===== config.mk =====
export PLATFORM = sky130hd
export DESIGN_NAME = dm_cache_flat
export DESIGN_NICKNAME = d
export VERILOG_FILES = /design/src/rtl/dm_cache_if.sv /design/src/rtl/dm_cache.sv /design/src/flat_wrapper.sv
export SDC_FILE = /design/constraint.sdc
export NUM_CORES = 1
export LEC_CHECK = 0
export BUFFER_PORTS_ARGS = -buffer_cell sky130_fd_sc_hd__clkbuf_2
export CAP_MARGIN = 20
export CORE_AREA = 2 2 137 139
export DETAILED_ROUTE_END_ITERATION = 8
export DIE_AREA = 0 0 139 141
export GPL_TIMING_DRIVEN = 0
export PLACE_DENSITY_LB_ADDON = 0.3
export SYNTH_ARGS = -nofsm -noshare
export SYNTH_HDL_FRONTEND = slang
export SYNTH_SLANG_ARGS = --single-unit
export TNS_END_PERCENT = 30

===== constraint.sdc =====
create_clock -name i_clk -period 4.35 [get_ports i_clk]
set_input_delay 0.87 -clock i_clk [delete_from_list [all_inputs] [get_ports i_clk]]
set_output_delay 0.87 -clock i_clk [all_outputs]
set_load 0.01 [all_outputs]

===== src/rtl/dm_cache_if.sv =====
// Command/result bus of the direct-mapped cache; names follow the cache's point of view.
interface dm_cache_if #(
  parameter int DataWidth     = 8,
  parameter int AddrWidth     = 8,
  parameter int ExtraTagWidth = 4
);
  logic                     o_ready;
  logic                     i_enable;
  logic [1:0]               i_cmd;
  logic [AddrWidth-1:0]     i_addr;
  logic [DataWidth-1:0]     i_din;
  logic [ExtraTagWidth-1:0] i_extra_tag;
  logic                     o_out_valid;
  logic                     o_hit;
  logic [DataWidth-1:0]     o_dout;
  logic                     o_refill_data_ready;
  logic                     o_evicting;
  logic [AddrWidth-1:0]     o_addr_out;
  logic [ExtraTagWidth-1:0] o_extra_tag;

  modport master (
    input  o_ready, o_out_valid, o_hit, o_dout, o_refill_data_ready, o_evicting,
           o_addr_out, o_extra_tag,
    output i_enable, i_cmd, i_addr, i_din, i_extra_tag
  );

  modport slave (
    output o_ready, o_out_valid, o_hit, o_dout, o_refill_data_ready, o_evicting,
           o_addr_out, o_extra_tag,
    input  i_enable, i_cmd, i_addr, i_din, i_extra_tag
  );
endinterface


===== src/rtl/dm_cache.sv =====
// Direct-mapped cache with streamed line refill and eviction readout.
// Optional hit/miss counters are built when DM_CACHE_PERF_EN is defined.
//
// state   | meaning
// ST_INIT | first cycle out of reset, not ready
// ST_IDLE | ready for read/write/refill commands
// ST_FILL | refill words 1..N-1 being streamed in
// ST_DONE | refill result pulse; line becomes valid on exit
module dm_cache #(
  parameter int DataWidth     = 8,
  parameter int LogLineSize   = 2,
  parameter int Capacity      = 16,
  parameter int AddrWidth     = 8,
  parameter int ExtraTagWidth = 4
) (
  input  logic        i_clk,
  input  logic        i_rst_n,
  dm_cache_if.slave   bus
`ifdef DM_CACHE_PERF_EN
  ,
  output logic [31:0] o_hit_count,
  output logic [31:0] o_miss_count
`endif
);
  localparam int LineWords = 1 << LogLineSize;
  localparam int Lines     = Capacity / LineWords;
  localparam int WordW     = (Capacity > 1) ? $clog2(Capacity) : 1;
  localparam int IdxW      = (Lines > 1) ? $clog2(Lines) : 1;
  localparam int CntW      = LogLineSize + 1;
  localparam logic [AddrWidth-1:0] LowMask = AddrWidth'(Capacity - 1);
  localparam logic [AddrWidth-1:0] OffMask = AddrWidth'(LineWords - 1);

  typedef enum logic [1:0] {ST_INIT, ST_IDLE, ST_FILL, ST_DONE} state_t;
  state_t r_state, w_state_nxt;

  logic [DataWidth-1:0]     r_data [Capacity];
  logic [AddrWidth-1:0]     r_tag  [Lines];
  logic [ExtraTagWidth-1:0] r_etag [Lines];
  logic [Lines-1:0]         r_valid;

  logic [IdxW-1:0]          r_fill_idx;
  logic [WordW-1:0]         r_fill_word;
  logic [AddrWidth-1:0]     r_fill_tag;
  logic [ExtraTagWidth-1:0] r_fill_etag;
  logic                     r_fill_evict;
  logic [CntW-1:0]          r_left;

  logic                     r_out_valid, r_hit, r_evicting;
  logic [DataWidth-1:0]     r_dout;
  logic [AddrWidth-1:0]     r_addr_out;
  logic [ExtraTagWidth-1:0] r_etag_out;

  logic                 w_ready, w_fill, w_accept, w_is_write, w_is_refill, w_lookup;
  logic                 w_hit, w_displace, w_strobe, w_strobe_evict, w_last;
  logic [AddrWidth-1:0] w_tag_part, w_resident_addr;
  logic [IdxW-1:0]      w_idx, w_cur_idx;
  logic [WordW-1:0]     w_word, w_base_word, w_strobe_word;

  // Tags are stored in place (index/offset bits zeroed) so no zero-width fields arise.
  assign w_tag_part  = bus.i_addr & ~LowMask;
  assign w_idx       = IdxW'((bus.i_addr & LowMask) >> LogLineSize);
  assign w_word      = WordW'(bus.i_addr & LowMask);
  assign w_base_word = WordW'(bus.i_addr & LowMask & ~OffMask);

  assign w_ready     = (r_state == ST_IDLE);
  assign w_fill      = (r_state == ST_FILL);
  assign w_accept    = w_ready & bus.i_enable;
  assign w_is_write  = (bus.i_cmd == 2'b00);
  assign w_is_refill = (bus.i_cmd == 2'b10);
  assign w_lookup    = w_accept & ~w_is_refill;
  assign w_hit       = r_valid[w_idx] && (r_tag[w_idx] == w_tag_part);
  assign w_displace  = r_valid[w_idx] && (r_tag[w_idx] != w_tag_part);

  assign w_strobe       = (w_accept & w_is_refill) | (w_fill & bus.i_enable);
  assign w_strobe_word  = w_fill ? r_fill_word : w_base_word;
  assign w_strobe_evict = w_fill ? r_fill_evict : w_displace;
  assign w_last         = w_fill ? (r_left == CntW'(1)) : (LineWords == 1);
  assign w_cur_idx      = w_fill ? r_fill_idx : w_idx;
  assign w_resident_addr = r_tag[w_cur_idx] | (AddrWidth'(w_cur_idx) << LogLineSize);

  always_ff @(posedge i_clk or negedge i_rst_n) begin
    if (!i_rst_n) r_state <= ST_INIT;
    else          r_state <= w_state_nxt;
  end

  always_comb begin
    w_state_nxt = r_state;
    case (r_state)
      ST_INIT: w_state_nxt = ST_IDLE;
      ST_IDLE: if (w_accept && w_is_refill) w_state_nxt = (LineWords == 1) ? ST_DONE : ST_FILL;
      ST_FILL: if (bus.i_enable && w_last) w_state_nxt = ST_DONE;
      ST_DONE: w_state_nxt = ST_IDLE;
      default: w_state_nxt = ST_INIT;
    endcase
  end

  always_ff @(posedge i_clk or negedge i_rst_n) begin
    if (!i_rst_n) begin
      r_valid <= '0;
      for (int i = 0; i < Capacity; i++) r_data[i] <= '0;
      for (int i = 0; i < Lines; i++) begin
        r_tag[i]  <= '0;
        r_etag[i] <= '0;
      end
      r_fill_idx   <= '0;
      r_fill_word  <= '0;
      r_fill_tag   <= '0;
      r_fill_etag  <= '0;
      r_fill_evict <= 1'b0;
      r_left       <= '0;
      r_out_valid  <= 1'b0;
      r_hit        <= 1'b0;
      r_evicting   <= 1'b0;
      r_dout       <= '0;
      r_addr_out   <= '0;
      r_etag_out   <= '0;
    end else begin
      r_out_valid <= 1'b0;
      r_evicting  <= 1'b0;
      if (w_lookup) begin
        r_out_valid <= 1'b1;
        r_hit       <= w_hit;
        r_dout      <= r_data[w_word];
        r_addr_out  <= w_resident_addr;
        r_etag_out  <= r_etag[w_idx];
        if (w_is_write && w_hit) r_data[w_word] <= bus.i_din;
      end
      if (w_accept && w_is_refill) begin
        r_fill_idx   <= w_idx;
        r_fill_word  <= w_base_word + WordW'(1);
        r_fill_tag   <= w_tag_part;
        r_fill_etag  <= bus.i_extra_tag;
        r_fill_evict <= w_displace;
        r_left       <= CntW'(LineWords - 1);
      end
      if (w_fill && bus.i_enable) begin
        r_fill_word <= r_fill_word + WordW'(1);
        r_left      <= r_left - CntW'(1);
      end
      // Old word is read out on the same edge the new word lands.
      if (w_strobe) begin
        r_data[w_strobe_word] <= bus.i_din;
        if (w_strobe_evict) begin
          r_evicting <= 1'b1;
          r_dout     <= r_data[w_strobe_word];
        end
        if (w_last) begin
          r_out_valid <= 1'b1;
          r_hit       <= 1'b0;
          r_addr_out  <= w_resident_addr;
          r_etag_out  <= r_etag[w_cur_idx];
        end
      end
      if (r_state == ST_DONE) begin
        r_valid[r_fill_idx] <= 1'b1;
        r_tag[r_fill_idx]   <= r_fill_tag;
        r_etag[r_fill_idx]  <= r_fill_etag;
      end
    end
  end

  assign bus.o_ready             = w_ready;
  assign bus.o_refill_data_ready = w_fill;
  assign bus.o_out_valid         = r_out_valid;
  assign bus.o_hit               = r_hit;
  assign bus.o_evicting          = r_evicting;
  assign bus.o_dout              = r_dout;
  assign bus.o_addr_out          = r_addr_out;
  assign bus.o_extra_tag         = r_etag_out;

`ifdef DM_CACHE_PERF_EN
  logic [31:0] r_hit_count, r_miss_count;

  always_ff @(posedge i_clk or negedge i_rst_n) begin
    if (!i_rst_n) begin
      r_hit_count  <= '0;
      r_miss_count <= '0;
    end else if (w_lookup) begin
      if (w_hit) begin
        if (r_hit_count != '1) r_hit_count <= r_hit_count + 32'd1;
      end else if (r_miss_count != '1) begin
        r_miss_count <= r_miss_count + 32'd1;
      end
    end
  end

  assign o_hit_count  = r_hit_count;
  assign o_miss_count = r_miss_count;
`endif
endmodule


===== src/flat_wrapper.sv =====
// flat-port wrapper written by rule: the top's interface ports become plain ports
module dm_cache_flat 
#(
  parameter int DataWidth     = 8,
  parameter int LogLineSize   = 2,
  parameter int Capacity      = 16,
  parameter int AddrWidth     = 8,
  parameter int ExtraTagWidth = 4
)
  (i_clk, i_rst_n, bus_o_ready, bus_o_out_valid, bus_o_hit, bus_o_dout, bus_o_refill_data_ready, bus_o_evicting, bus_o_addr_out, bus_o_extra_tag, bus_i_enable, bus_i_cmd, bus_i_addr, bus_i_din, bus_i_extra_tag);
  dm_cache_if #(.DataWidth(DataWidth), .AddrWidth(AddrWidth), .ExtraTagWidth(ExtraTagWidth)) bus_i ();
  input  logic i_clk;
  input  logic i_rst_n;
  output wire logic [$bits(bus_i.o_ready)-1:0] bus_o_ready;
  output wire logic [$bits(bus_i.o_out_valid)-1:0] bus_o_out_valid;
  output wire logic [$bits(bus_i.o_hit)-1:0] bus_o_hit;
  output wire logic [$bits(bus_i.o_dout)-1:0] bus_o_dout;
  output wire logic [$bits(bus_i.o_refill_data_ready)-1:0] bus_o_refill_data_ready;
  output wire logic [$bits(bus_i.o_evicting)-1:0] bus_o_evicting;
  output wire logic [$bits(bus_i.o_addr_out)-1:0] bus_o_addr_out;
  output wire logic [$bits(bus_i.o_extra_tag)-1:0] bus_o_extra_tag;
  input wire logic [$bits(bus_i.i_enable)-1:0] bus_i_enable;
  input wire logic [$bits(bus_i.i_cmd)-1:0] bus_i_cmd;
  input wire logic [$bits(bus_i.i_addr)-1:0] bus_i_addr;
  input wire logic [$bits(bus_i.i_din)-1:0] bus_i_din;
  input wire logic [$bits(bus_i.i_extra_tag)-1:0] bus_i_extra_tag;
  assign bus_o_ready = bus_i.o_ready;
  assign bus_o_out_valid = bus_i.o_out_valid;
  assign bus_o_hit = bus_i.o_hit;
  assign bus_o_dout = bus_i.o_dout;
  assign bus_o_refill_data_ready = bus_i.o_refill_data_ready;
  assign bus_o_evicting = bus_i.o_evicting;
  assign bus_o_addr_out = bus_i.o_addr_out;
  assign bus_o_extra_tag = bus_i.o_extra_tag;
  assign bus_i.i_enable = bus_i_enable;
  assign bus_i.i_cmd = bus_i_cmd;
  assign bus_i.i_addr = bus_i_addr;
  assign bus_i.i_din = bus_i_din;
  assign bus_i.i_extra_tag = bus_i_extra_tag;
  dm_cache #(.DataWidth(DataWidth), .LogLineSize(LogLineSize), .Capacity(Capacity), .AddrWidth(AddrWidth), .ExtraTagWidth(ExtraTagWidth)) u_core (.i_clk(i_clk), .i_rst_n(i_rst_n), .bus(bus_i));
endmodule

==> flow_summary.ini <==
[global_routing]
grt_max_degree = 122
antenna_found_initial = 0
overflow = 0
grt_pass1_wl_mm = 45.4
groute.usage.overall_pct = 29.7
grt_pass1_vias = 8038

[synthesis]
synth_top_area_cell = dfrtp_1
synth_commonest_cells = 207 x dfrtp_1, 174 x mux2_2, 66 x a22oi_1
netlist_instances = 797
syn_nets = 829
yosysTopAreaCellShare_pct = 48.6
yosysWarnings = 0
ys_types = 50
syn_avg_cell_area_um2 = 13.4
synth_edf_count = 0
async_flop_share_pct = 100
yosys-top-cells-area = dfrtp_1 49%, mux2_2 18%, mux4_2 10%
yosysSeqAreaShare_pct = 48.6
synth_ff_type = dfrtp_1
synth.most_common_cell = dfrtp_1
synthesis.area_um2 = 10700
ys_seq_elements = 207

[floorplan]
rows = 50
die_area_um2 = 19600
die_w_um = 139
core-area_um2 = 18300
ioPinCount = 50
start_util_pct = 58.4
die_h_um = 141

[sta]
fin_crit_ns = 3.33
slew_headroom_pct = 28.0
rsz0062_at_grt = no
max_slew.worst_pin.slew_ns = 1.08
final-hold-violation-count = 0
timing.final.crit_share_pct = 76.6
slew_viol_final = 0
finalClockSkew_ns = 0.0150
timing.fmax_ghz = 0.300
finalSetupViolations = 0

[finish]
antenna_cells = 0
num-fill-cells = 1357
syn_to_final_growth_pct = 12.0
layout-drive-gt1-share_pct = 37.8
nets = 901
postLayoutCoreUtil_pct = 65.4

[status]
status = completed

[route]
wl_met2_mm = 13.5
wl_met1_mm = 11.7
avgRoutedWirePerCell_um = 25.7
routed_via_density = 6.83
ant_nets = 0
vias = 7638
drt_wl_total_mm = 28.7
drc = 0
met3WireLength_mm = 2.76
dr.max_layer_used = met4
drtIter0Drc = 855
dr.pass1.iters = 5

[critical_path]
endpoint = u_core.r_data[28]
reg2reg_slack_ns = 1.02
critPathLaunchType = flip-flop
crit_type = reg -> reg
regToRegStartpoint = u_core.r_state[0]
crit_path_end_kind = flip-flop
r2r_end = u_core.r_data[28]
r2r_cells = 8
critPathLaunch = u_core.r_state[0]
worstPathArrival_ns = 3.72
required_ns = 4.74
worstPathMaxFanout = 10

[clocking]
cts_root_buffer = clkbuf_16
h-tree-depth = 1
clock_sinks = 207
numCtsBuffers = 22
hold_buffers = 0
clk_path_buf_depth = 3
cts_tree = yes
post_cts_resized = 0
cts_setup_buffers = 0
cts.clk_slew.worst_paths_ns = 0.06
clock_latency_ns = 0.51

[placement]
gp_congestion = 0.904
hpwl_mm = 19.8
port_buffers = 46

[hold_path]
hp-class = in -> async

[power]
p_leak_uw = 0.00520
peakVddDrop_mv = 0.368
power_density_nw_per_um2 = 639
power.total_uw = 7630

[job]
drv_cap = 0
worst max-delay path, stage by stage (launching register included):
cell and delay, ns:
dfrtp_1 0.42, inv_1 0.07, ha_1 0.30, buf_1 0.27
o21ai_1 0.60, clkbuf_1 0.63, nand3_1 0.19, o21ai_2 0.30
mux2_2 0.41
placed cells by master (no fill, tap or decap), types with 5 or more instances in the layout:
master     instances
a21boi_0           8
mux2i_1           16
clkbuf_8           5
ha_1               7
nand2b_1           8
nor3_1            11
nor2_1            17
nand3_1           12
buf_2              8
o21ai_0            6
o31ai_4           13
clkbuf_2          45
clkbuf_16         23
inv_1              5
a2111oi_0          8
mux2_2           174
o22ai_1           18
clkbuf_1          50
nand2_1           38
a21oi_1           31
mux4_2            48
dfrtp_1          207
a22oi_1           66
kinds of logic after synthesis:
logic type | count (synthesis) | synth area share [%]
compound gates | 165 | 12.4
xor+xnor | 4 | 0.328
fa+ha+maj | 7 | 0.821
buf+inv | 62 | 2.38
flops | 207 | 48.6
mux | 240 | 30.2
simple gates | 112 | 5.27
through the flow:
step / instance area [µm²] / std cells / hold WS, ns / worst slack (ns) / TNS, ns
2_1_floorplan: 10700 / 797 / 0.434 / 1.24 / 0
3_3_place_gp: 11200 / 1077 / 0.450 / -1.26 / -256.49
3_5_place_dp: 11200 / 1079 / 0.465 / 0.686 / 0
4_1_cts: 11900 / 1118 / 0.450 / 1.14 / 0
5_1_grt: 11900 / 1118 / 0.479 / 0.922 / 0
6_report: 11900 / 1118 / 0.422 / 1.02 / 0
flip-flops by register name, summed over array words and instances (netlist names):
name	cells
u_core.r_data	128
u_core.r_etag	16
u_core.r_tag	16
u_core.bus.o_addr_out	8
u_core.bus.o_dout	8
u_core.bus.o_extra_tag	4
u_core.r_fill_etag	4
u_core.r_fill_tag	4
u_core.r_fill_word	4
u_core.r_valid	4
u_core.r_left	3
u_core.r_fill_idx	2
u_core.r_state	2
u_core.bus.o_evicting	1
u_core.bus.o_hit	1
u_core.bus.o_out_valid	1
u_core.r_fill_evict	1
final cells by class:
class / instances / area (µm²) / area share (%)
well taps: 234 / 293 / 2.45
clock inverters: 5 / 50.0 / 0.419
inverters: 5 / 18.8 / 0.157
flip-flops and latches: 207 / 5180 / 43.4
repair buffers: 48 / 274 / 2.29
clock buffers: 34 / 657 / 5.50
multi-input cells: 528 / 5240 / 43.8
plain buffers: 57 / 235 / 1.97
power breakdown:
part / switching [µW] / total, µW / internal [µW]
clock: 761 / 1860 / 1090
sequential: 585 / 3260 / 2680
combinational: 1190 / 2510 / 1320
worst min-delay path by stage:
stage | from | to | slack [ns]
2_1_floorplan | u_core.r_valid[1] | u_core.r_valid[1] | 0.43
5_1_grt | i_rst_n | u_core.r_tag[21] | 0.48
6_report | i_rst_n | u_core.bus.o_addr_out[4] | 0.42
4_1_cts | i_rst_n | u_core.r_tag[28] | 0.45
3_5_place_dp | u_core.r_valid[0] | u_core.r_valid[0] | 0.47
3_3_place_gp | u_core.r_valid[2] | u_core.r_valid[2] | 0.45
routing by layer:
layer	track usage, %	up-vias
met5	0	-
met4	8.45	0
met3	6.79	59
met2	47.4	414
met1	41.6	3959
li1	-	3206
Note: power is estimated with default switching activity, not from simulation.
